`config.mk`:
```
export PLATFORM = sky130hd
export DESIGN_NAME = reg_dump_ctrl
export DESIGN_NICKNAME = d
export VERILOG_FILES = /design/src/rtl/reg_dump_ctrl.sv
export SDC_FILE = /design/constraint.sdc
export NUM_CORES = 1
export LEC_CHECK = 0
export BUFFER_PORTS_ARGS = -buffer_cell sky130_fd_sc_hd__buf_2
export CORE_MARGIN = 5
export CORE_UTILIZATION = 35
export CTS_CLUSTER_SIZE = 40
export DETAILED_ROUTE_END_ITERATION = 6
export HOLD_SLACK_MARGIN = 0.08
export PLACE_DENSITY = 0.65
export SETUP_SLACK_MARGIN = 0.5
export SYNTH_ARGS = -nofsm -noshare
export SYNTH_HDL_FRONTEND = slang
export SYNTH_SLANG_ARGS = --single-unit
```
`constraint.sdc`:
```
create_clock -name CLK -period 2.3 [get_ports CLK]
set_input_delay 0.23 -clock CLK [delete_from_list [all_inputs] [get_ports CLK]]
set_output_delay 0.23 -clock CLK [all_outputs]
set_load 0.02 [all_outputs]
```
`src/rtl/reg_dump_ctrl.sv`:
```
// rtl/reg_dump_ctrl.sv - register-file dump controller sharing the core read port
//
// Walks register indices first_idx_i..last_idx_i (wrapping mod 32) and borrows
// the shared register-file read port for one cycle per index. It then emits one
// 40-bit frame {data, 3'b000, index} per register on a valid/ready interface.
//
// Parameters
//   READ_LAT    cycles from rf_addr_o presented to rf_data_i valid (1..4)
//   STARVE_MAX  consecutive denied request cycles before a forced grab (1..255)
//
// Ports
//   CLK            clock, rising edge
//   RESET          synchronous, active-high reset
//   start_i        single-cycle dump request, sampled only when idle
//   abort_i        terminate the dump in progress
//   first_idx_i    first register index, captured on accepted start
//   last_idx_i     last register index, captured on accepted start
//   core_rd_req_i  core wants the read port this cycle (has priority)
//   core_stall_o   core read port withheld this cycle (forced grab)
//   rf_sel_o       read-port address mux driven by rf_addr_o
//   rf_addr_o      register index presented to the read port
//   rf_data_i      read-port data, valid READ_LAT cycles after the grant
//   frame_o        {data[31:0], 3'b000, index[4:0]}
//   frame_valid_o  frame_o holds a valid frame
//   frame_ready_i  downstream accepts frame_o
//   busy_o         high whenever not idle
//   done_o         one-cycle pulse on normal completion

module reg_dump_ctrl #(
  parameter int READ_LAT   = 1,
  parameter int STARVE_MAX = 8
) (
  input  logic        CLK,
  input  logic        RESET,
  input  logic        start_i,
  input  logic        abort_i,
  input  logic [4:0]  first_idx_i,
  input  logic [4:0]  last_idx_i,
  input  logic        core_rd_req_i,
  output logic        core_stall_o,
  output logic        rf_sel_o,
  output logic [4:0]  rf_addr_o,
  input  logic [31:0] rf_data_i,
  output logic [39:0] frame_o,
  output logic        frame_valid_o,
  input  logic        frame_ready_i,
  output logic        busy_o,
  output logic        done_o
);

  typedef enum logic [2:0] {
    ST_IDLE = 3'd0,
    ST_REQ  = 3'd1,
    ST_WAIT = 3'd2,
    ST_SEND = 3'd3,
    ST_DONE = 3'd4
  } state_t;

  state_t      state_q;
  logic [4:0]  cur_idx_q;
  logic [4:0]  end_idx_q;
  logic [7:0]  starve_q;
  logic [1:0]  wait_cnt_q;
  logic [39:0] frame_q;
  logic        frame_valid_q;
  logic        busy_q;
  logic        done_q;

  logic        force_grab;
  logic        grant;

  // The grant depends on the core's request in the same cycle, so the
  // read-port controls are decoded from the state register plus that input.
  assign force_grab = (state_q == ST_REQ) && (starve_q == 8'(STARVE_MAX));
  assign grant      = (state_q == ST_REQ) && (!core_rd_req_i || force_grab);

  assign rf_sel_o      = grant;
  assign rf_addr_o     = grant ? cur_idx_q : 5'd0;
  assign core_stall_o  = force_grab;
  assign frame_o       = frame_q;
  assign frame_valid_o = frame_valid_q;
  assign busy_o        = busy_q;
  assign done_o        = done_q;

  always_ff @(posedge CLK) begin
    if (RESET) begin
      state_q       <= ST_IDLE;
      cur_idx_q     <= 5'd0;
      end_idx_q     <= 5'd0;
      starve_q      <= 8'd0;
      wait_cnt_q    <= 2'd0;
      frame_q       <= 40'd0;
      frame_valid_q <= 1'b0;
      busy_q        <= 1'b0;
      done_q        <= 1'b0;
    end else if (abort_i && (state_q != ST_IDLE)) begin
      // Abort wins over any handshake in flight; no done pulse follows.
      state_q       <= ST_IDLE;
      starve_q      <= 8'd0;
      frame_valid_q <= 1'b0;
      busy_q        <= 1'b0;
      done_q        <= 1'b0;
    end else begin
      case (state_q)
        ST_IDLE: begin
          done_q <= 1'b0;
          if (start_i) begin
            cur_idx_q <= first_idx_i;
            end_idx_q <= last_idx_i;
            starve_q  <= 8'd0;
            busy_q    <= 1'b1;
            state_q   <= ST_REQ;
          end
        end
        ST_REQ: begin
          if (grant) begin
            starve_q   <= 8'd0;
            wait_cnt_q <= 2'd0;
            state_q    <= ST_WAIT;
          end else begin
            starve_q <= starve_q + 8'd1;
          end
        end
        ST_WAIT: begin
          // Last wait cycle is exactly READ_LAT cycles after the grant,
          // which is when rf_data_i carries the requested register.
          if (wait_cnt_q == 2'(READ_LAT - 1)) begin
            frame_q       <= {rf_data_i, 3'b000, cur_idx_q};
            frame_valid_q <= 1'b1;
            state_q       <= ST_SEND;
          end else begin
            wait_cnt_q <= wait_cnt_q + 2'd1;
          end
        end
        ST_SEND: begin
          if (frame_ready_i) begin
            frame_valid_q <= 1'b0;
            if (cur_idx_q == end_idx_q) begin
              done_q  <= 1'b1;
              state_q <= ST_DONE;
            end else begin
              cur_idx_q <= cur_idx_q + 5'd1;
              state_q   <= ST_REQ;
            end
          end
        end
        ST_DONE: begin
          done_q  <= 1'b0;
          busy_q  <= 1'b0;
          state_q <= ST_IDLE;
        end
        default: begin
          state_q       <= ST_IDLE;
          frame_valid_q <= 1'b0;
          busy_q        <= 1'b0;
          done_q        <= 1'b0;
        end
      endcase
    end
  end

endmodule

```
## Word-level counts from Yosys, hierarchy flattened

Cells that the tools add are included.

- Eq/ne operators: 13
- Reduce and logical (&&, ||, !) cells: 24
- Add/subtract/negate cells: 3
- Bitwise gates (word level): 4
- Muxes and demuxes: 25

Operators by type and width:

| cell | count |
|---|---|
| $mux W5 | 4 |
| $mux W8 | 2 |
| $pmux W8 S2 | 1 |
| $mux W3 | 5 |
| $ne A2 B2 Y1 const B | 7 |
| $pmux W3 S4 | 1 |
| $reduce_and A3 Y1 | 4 |
| $pmux W5 S2 | 1 |
| $add A8 B1 Y8 const B | 1 |
| $eq A8 B4 Y1 const B | 1 |
| $reduce_and A4 Y1 | 2 |
| $eq A3 B2 Y1 const B | 2 |
| $reduce_bool A2 Y1 | 3 |
| $reduce_or A3 Y1 | 2 |
| $add A5 B1 Y5 const B | 1 |
| $eq A5 B5 Y1 | 1 |
| $mux W1 | 5 |
| $reduce_and A5 Y1 | 1 |
| $mux W2 | 2 |
| $not A1 Y1 | 4 |
| $pmux W1 S2 | 2 |
| $pmux W2 S2 | 1 |
| $reduce_and A2 Y1 | 2 |
| $reduce_or A2 Y1 | 2 |
| other kinds (10) | 12 |

- Register bits: 63
- Logic and storage cells: 78

## Depth between registers and ports, before layout

- Depth in word-level cells: 6
- Gate-level depth with buffers: 7
- Gate-level depth less buffers: 6

## Least setup slack after synthesis

No wires, ideal clock.

- Kind: reg-to-output
- Start point: register state_q[2]
- End point: output port rf_addr_o[0]
- Arrival: 1615 ps
- Path slack: 455 ps
- Buffers on the path: 1
- Cell stages (with the launch flop): 5
- Cells stage by stage: dfxtp_1 -> buf_6 -> or3b_2 -> nor2_1 -> and2_1

- Longest elaborated chain between the ends: 5

RTL lines:

| element | line | RTL |
|---|---|---|
| start, declared | 59 | `state_t state_q;` |
| start signal, assigned | 87 | `state_q <= ST_IDLE;` |
| start signal, assigned | 98 | `state_q <= ST_IDLE;` |
| start signal, assigned | 112 | `state_q <= ST_REQ;` |
| $eq A3 B1 Y1 (*) | 74, 75 |  |
| $logic_and A1 B1 Y1 | 74 | `assign force_grab = (state_q == ST_REQ) && (starve_q == 8'(STARVE_MAX));` |
| $logic_or A1 B1 Y1 | 75 | `assign grant = (state_q == ST_REQ) && (!core_rd_req_i \|\| force_grab);` |
| $logic_and A1 B1 Y1 (*) | 75 |  |
| named net rf_sel_o | 41 | `output logic rf_sel_o,` |
| $mux W5 (*) | 78 | `assign rf_addr_o = grant ? cur_idx_q : 5'd0;` |
| end, declared | 42 | `output logic [4:0] rf_addr_o,` |

The timed path passes the listed nets; every way through them passes the cells marked *.

## Worst setup path in the final report

- Start point: register state_q[1]
- End point: output port rf_addr_o[4]

- Longest elaborated chain between the ends: 5

RTL lines:

| element | line |
|---|---|
| $eq A3 B1 Y1 (*) | 74, 75 |
| $logic_and A1 B1 Y1 | 74 |
| $logic_or A1 B1 Y1 | 75 |
| $logic_and A1 B1 Y1 (*) | 75 |
| $mux W5 (*) | 78 |

Every way passes the cells marked *; elsewhere a longest branch is shown, timed or not.

==> results.json <==
{
  "cpPeakStageDelay_ns": 0.47,
  "async_flop_share_pct": 0,
  "rows": 33,
  "rsz0062_at_grt": "true",
  "yosysWarnings": 0,
  "port_buffers": 94,
  "antenna_cells": 0,
  "timing_hold_violations_final": 0,
  "area_growth_pct": 33.0,
  "worst_hold_path.num_cells": 3,
  "crit_arrival_ns": 1.72,
  "yosysSeqAreaShare_pct": 43.7,
  "dr.pass1.iters": 4,
  "clock-sinks": 63,
  "grt_pass1_wl_um": 12600,
  "instances_no_fill": 567,
  "multi_input_area_um2": 1570,
  "status": "finished clean",
  "clkSlewWorstSetupHoldPaths_ns": 0.08,
  "min_period_ns": 1.95,
  "synth_mux_area_share_pct": 2.82,
  "hold_end": "frame_o[24]$_SDFFE_PP0P_",
  "synth_cells": 356,
  "grt_start_max_net_pins": 38,
  "cts_tree": "done",
  "crit_path_cell_trace": "or3b_4 -> nor2_4 -> and2_4 -> buf_6",
  "die_h_um": 101,
  "path_buf_inv": 1,
  "ant_nets": 0,
  "reg2reg_to": "state_q[2]$_SDFFE_PP0P_",
  "p_leak_nw": 1.59,
  "crit_path_start_kind": "flip-flop",
  "drt_iter0_drc": 181,
  "synth_cell_types": 52,
  "synth_simple_gate_area_share_pct": 27.2,
  "synth_compound_area_share_pct": 16.3,
  "criticalPathCategory": "reg2out",
  "first_global_vias": 2609,
  "cts_root_buf": "clkbuf_8",
  "finalInstanceArea_um2": 3840,
  "reg2reg_setup_slack_ns": 0.51,
  "whs_ns": 0.123,
  "layout-drive-gt1-share_pct": 34.4,
  "clk_latency_ns": 0.34,
  "grt_use_total_pct": 15.4,
  "cts_buffers": 9,
  "seqCellArea_um2": 1270,
  "min_from": "rf_data_i[16]",
  "regToRegStartpoint": "starve_q[0]$_SDFFE_PP0P_",
  "syn_area_per_cell_um2": 8.10,
  "max_freq_mhz": 514,
  "slew_viol_final": 0,
  "antenna_found_initial": 0,
  "place_area_um2": 3450,
  "p_int_mw": 1.78,
  "start_util_pct": 35.5,
  "p_sw_mw": 0.701,
  "setup_tns_ns": 0,
  "syn_area_um2": 2890,
  "die_w_um": 101,
  "htreeDepth": 3,
  "critPathSlowestCell": "or3b_4",
  "power.density_nw_per_um2": 646,
  "fill_cells": 801,
  "ir_drop_uv": 303,
  "seqPwrFrac_pct": 46.9,
  "synthAdderAreaFrac_pct": 1.73,
  "synth_seq_cells": 63,
  "synth_edf_count": 0,
  "critPathLaunch": "state_q[1]$_SDFFE_PP0P_",
  "post-route-util_pct": 47.2,
  "worstSetupEndpointType": "output pin",
  "post-dp-hpwl_um": 5580,
  "pwr-share-clk_pct": 39.0,
  "skew_ns": 0.00666,
  "finalSetupViolCount": 0,
  "crit_required_ns": 2.07,
  "worstRegToRegCells": 8,
  "dp_cells": 544,
  "clockBufferDepth": 2,
  "vias_per_cell": 4.89,
  "gr-total-overflow": 0,
  "finalCritPeriodShare_pct": 84.6,
  "hold_buffers": 0,
  "wl_per_cell_um": 13.7,
  "hold_class": "in2reg",
  "synth_xor_area_share_pct": 2.73,
  "p_comb_share_pct": 14.1,
  "worstPathMaxFanout": 16,
  "sw_frac_of_total_pct": 28.3,
  "place_congestion": 0.821,
  "die_area_um2": 10200,
  "drc": 0,
  "synth_top_family_by_area": "simple AND/OR/NAND/NOR gates",
  "synth_flop_cell": "dfxtp_1",
  "crit_family": "simple AND/OR/NAND/NOR gates",
  "fin_nets": 509,
  "vias": 2774,
  "coreArea_um2": 8130,
  "cap_violations": 0,
  "ios": 98,
  "drt_wl_total_um": 7770
}
Yosys cell counts, types with 3 or more instances:
master | instances | area [um^2]
a211oi_1 | 4 | 30.0
a21oi_1 | 48 | 240
and2_1 | 5 | 31.3
buf_2 | 3 | 15.0
buf_4 | 6 | 45.0
clkbuf_1 | 10 | 37.5
dfxtp_1 | 63 | 1260
ha_1 | 4 | 50.1
inv_1 | 8 | 30.0
mux2i_1 | 7 | 70.1
nand2_1 | 86 | 323
nand3_1 | 5 | 25.0
nand3b_1 | 4 | 30.0
nor2_1 | 22 | 82.6
nor2b_1 | 3 | 18.8
nor3_1 | 7 | 35.0
nor3b_1 | 4 | 30.0
o21ai_0 | 12 | 60.1
or3_1 | 7 | 43.8
xnor2_1 | 6 | 52.6
xor2_1 | 3 | 26.3
through the flow:
step / power (mW) / setup WS, ns
final: 2.48 / 0.353
after global routing: 2.60 / 0.289
after CTS: 2.50 / 0.345
after detailed placement: 1.51 / 0.437
after global placement: 1.51 / 0.483
after floorplan: 1.40 / 0.585
logic make-up after synthesis:
logic type | count (synthesis)
muxes | 8
buffers and inverters | 30
AOI/OAI and AO/OA | 80
adders and majority gates | 4
DFF | 63
xor gates and xnor gates | 9
other | 1
and+or+nand+nor | 161
worst max path at each step:
stage	endpoint	slack, ns	cells past startpoint
finish	rf_addr_o[4]	0.35	4
global route	rf_addr_o[4]	0.29	7
CTS	rf_addr_o[4]	0.35	7
detailed placement	cur_idx_q[4]$_SDFFE_PP0P_	0.44	5
global placement	state_q[2]$_SDFFE_PP0P_	0.48	4
floorplan	rf_addr_o[0]	0.59	4
state kept, by name, summed over array words and instances (netlist names):
| register | count |
|---|---|
| starve_q | 8 |
| frame_valid_o | 1 |
| busy_o | 1 |
| wait_cnt_q | 2 |
| end_idx_q | 5 |
| state_q | 3 |
| cur_idx_q | 5 |
| done_o | 1 |
| frame_o | 37 |
power groups by stage:
stage	sequential (mW)	clock, mW	combinational [mW]
after floorplan	1.19	0	0.203
final	1.16	0.966	0.351
after CTS	1.16	0.998	0.339
after detailed placement	1.19	0	0.322
after global routing	1.17	1.04	0.389
after global placement	1.19	0	0.319
layout make-up:
cell class              instances  share of cell area (%)
flip-flops and latches         63                    33.1
clock inverters                 7                    1.89
clock buffers                   9                    3.23
repair buffers                110                    16.8
multi-input cells             265                    40.8
well taps                     105                    3.42
inverters                       8                   0.782
worst reg2reg max path, delay by kind of cell, from the launching register on:
kind | cells | cell delay [ns]
compound gates | 1 | 0.08
fa+ha+maj | 1 | 0.12
buf+inv | 3 | 0.34
flops | 1 | 0.33
simple gates | 3 | 0.83
timing repair:
| item | in CTS | in global routing |
|---|---|---|
| resized for setup | 32 | 11 |
| pin swaps | 4 | 7 |
| setup endpoints to repair | 16 | 13 |
| setup buffers | 3 | 4 |
per-layer routing:
layer	part of all wire (%)	GRT usage (%)	wire length, um
met3	4.3	3.11	336
met1	43	19.1	3350
met4	2.2	7.15	174
met5	0	0	0
met2	50	25.7	3900
placed cells by master, fill, tap and decap left out, types with 3 or more instances in the layout:
master	count
nor3_1	6
buf_6	7
buf_4	14
dfxtp_2	6
xor2_1	3
clkbuf_8	9
nor2b_1	3
buf_2	88
nor3b_1	3
or3_1	7
a21oi_1	47
nand3_1	5
inv_1	6
nand3b_1	4
nor2_1	20
xnor2_1	6
o21ai_0	10
dfxtp_1	57
mux2i_1	7
a211oi_1	4
ha_1	3
nand2_1	85
and2_4	5
conb_1	3
Power figures use the tool's default switching activity.
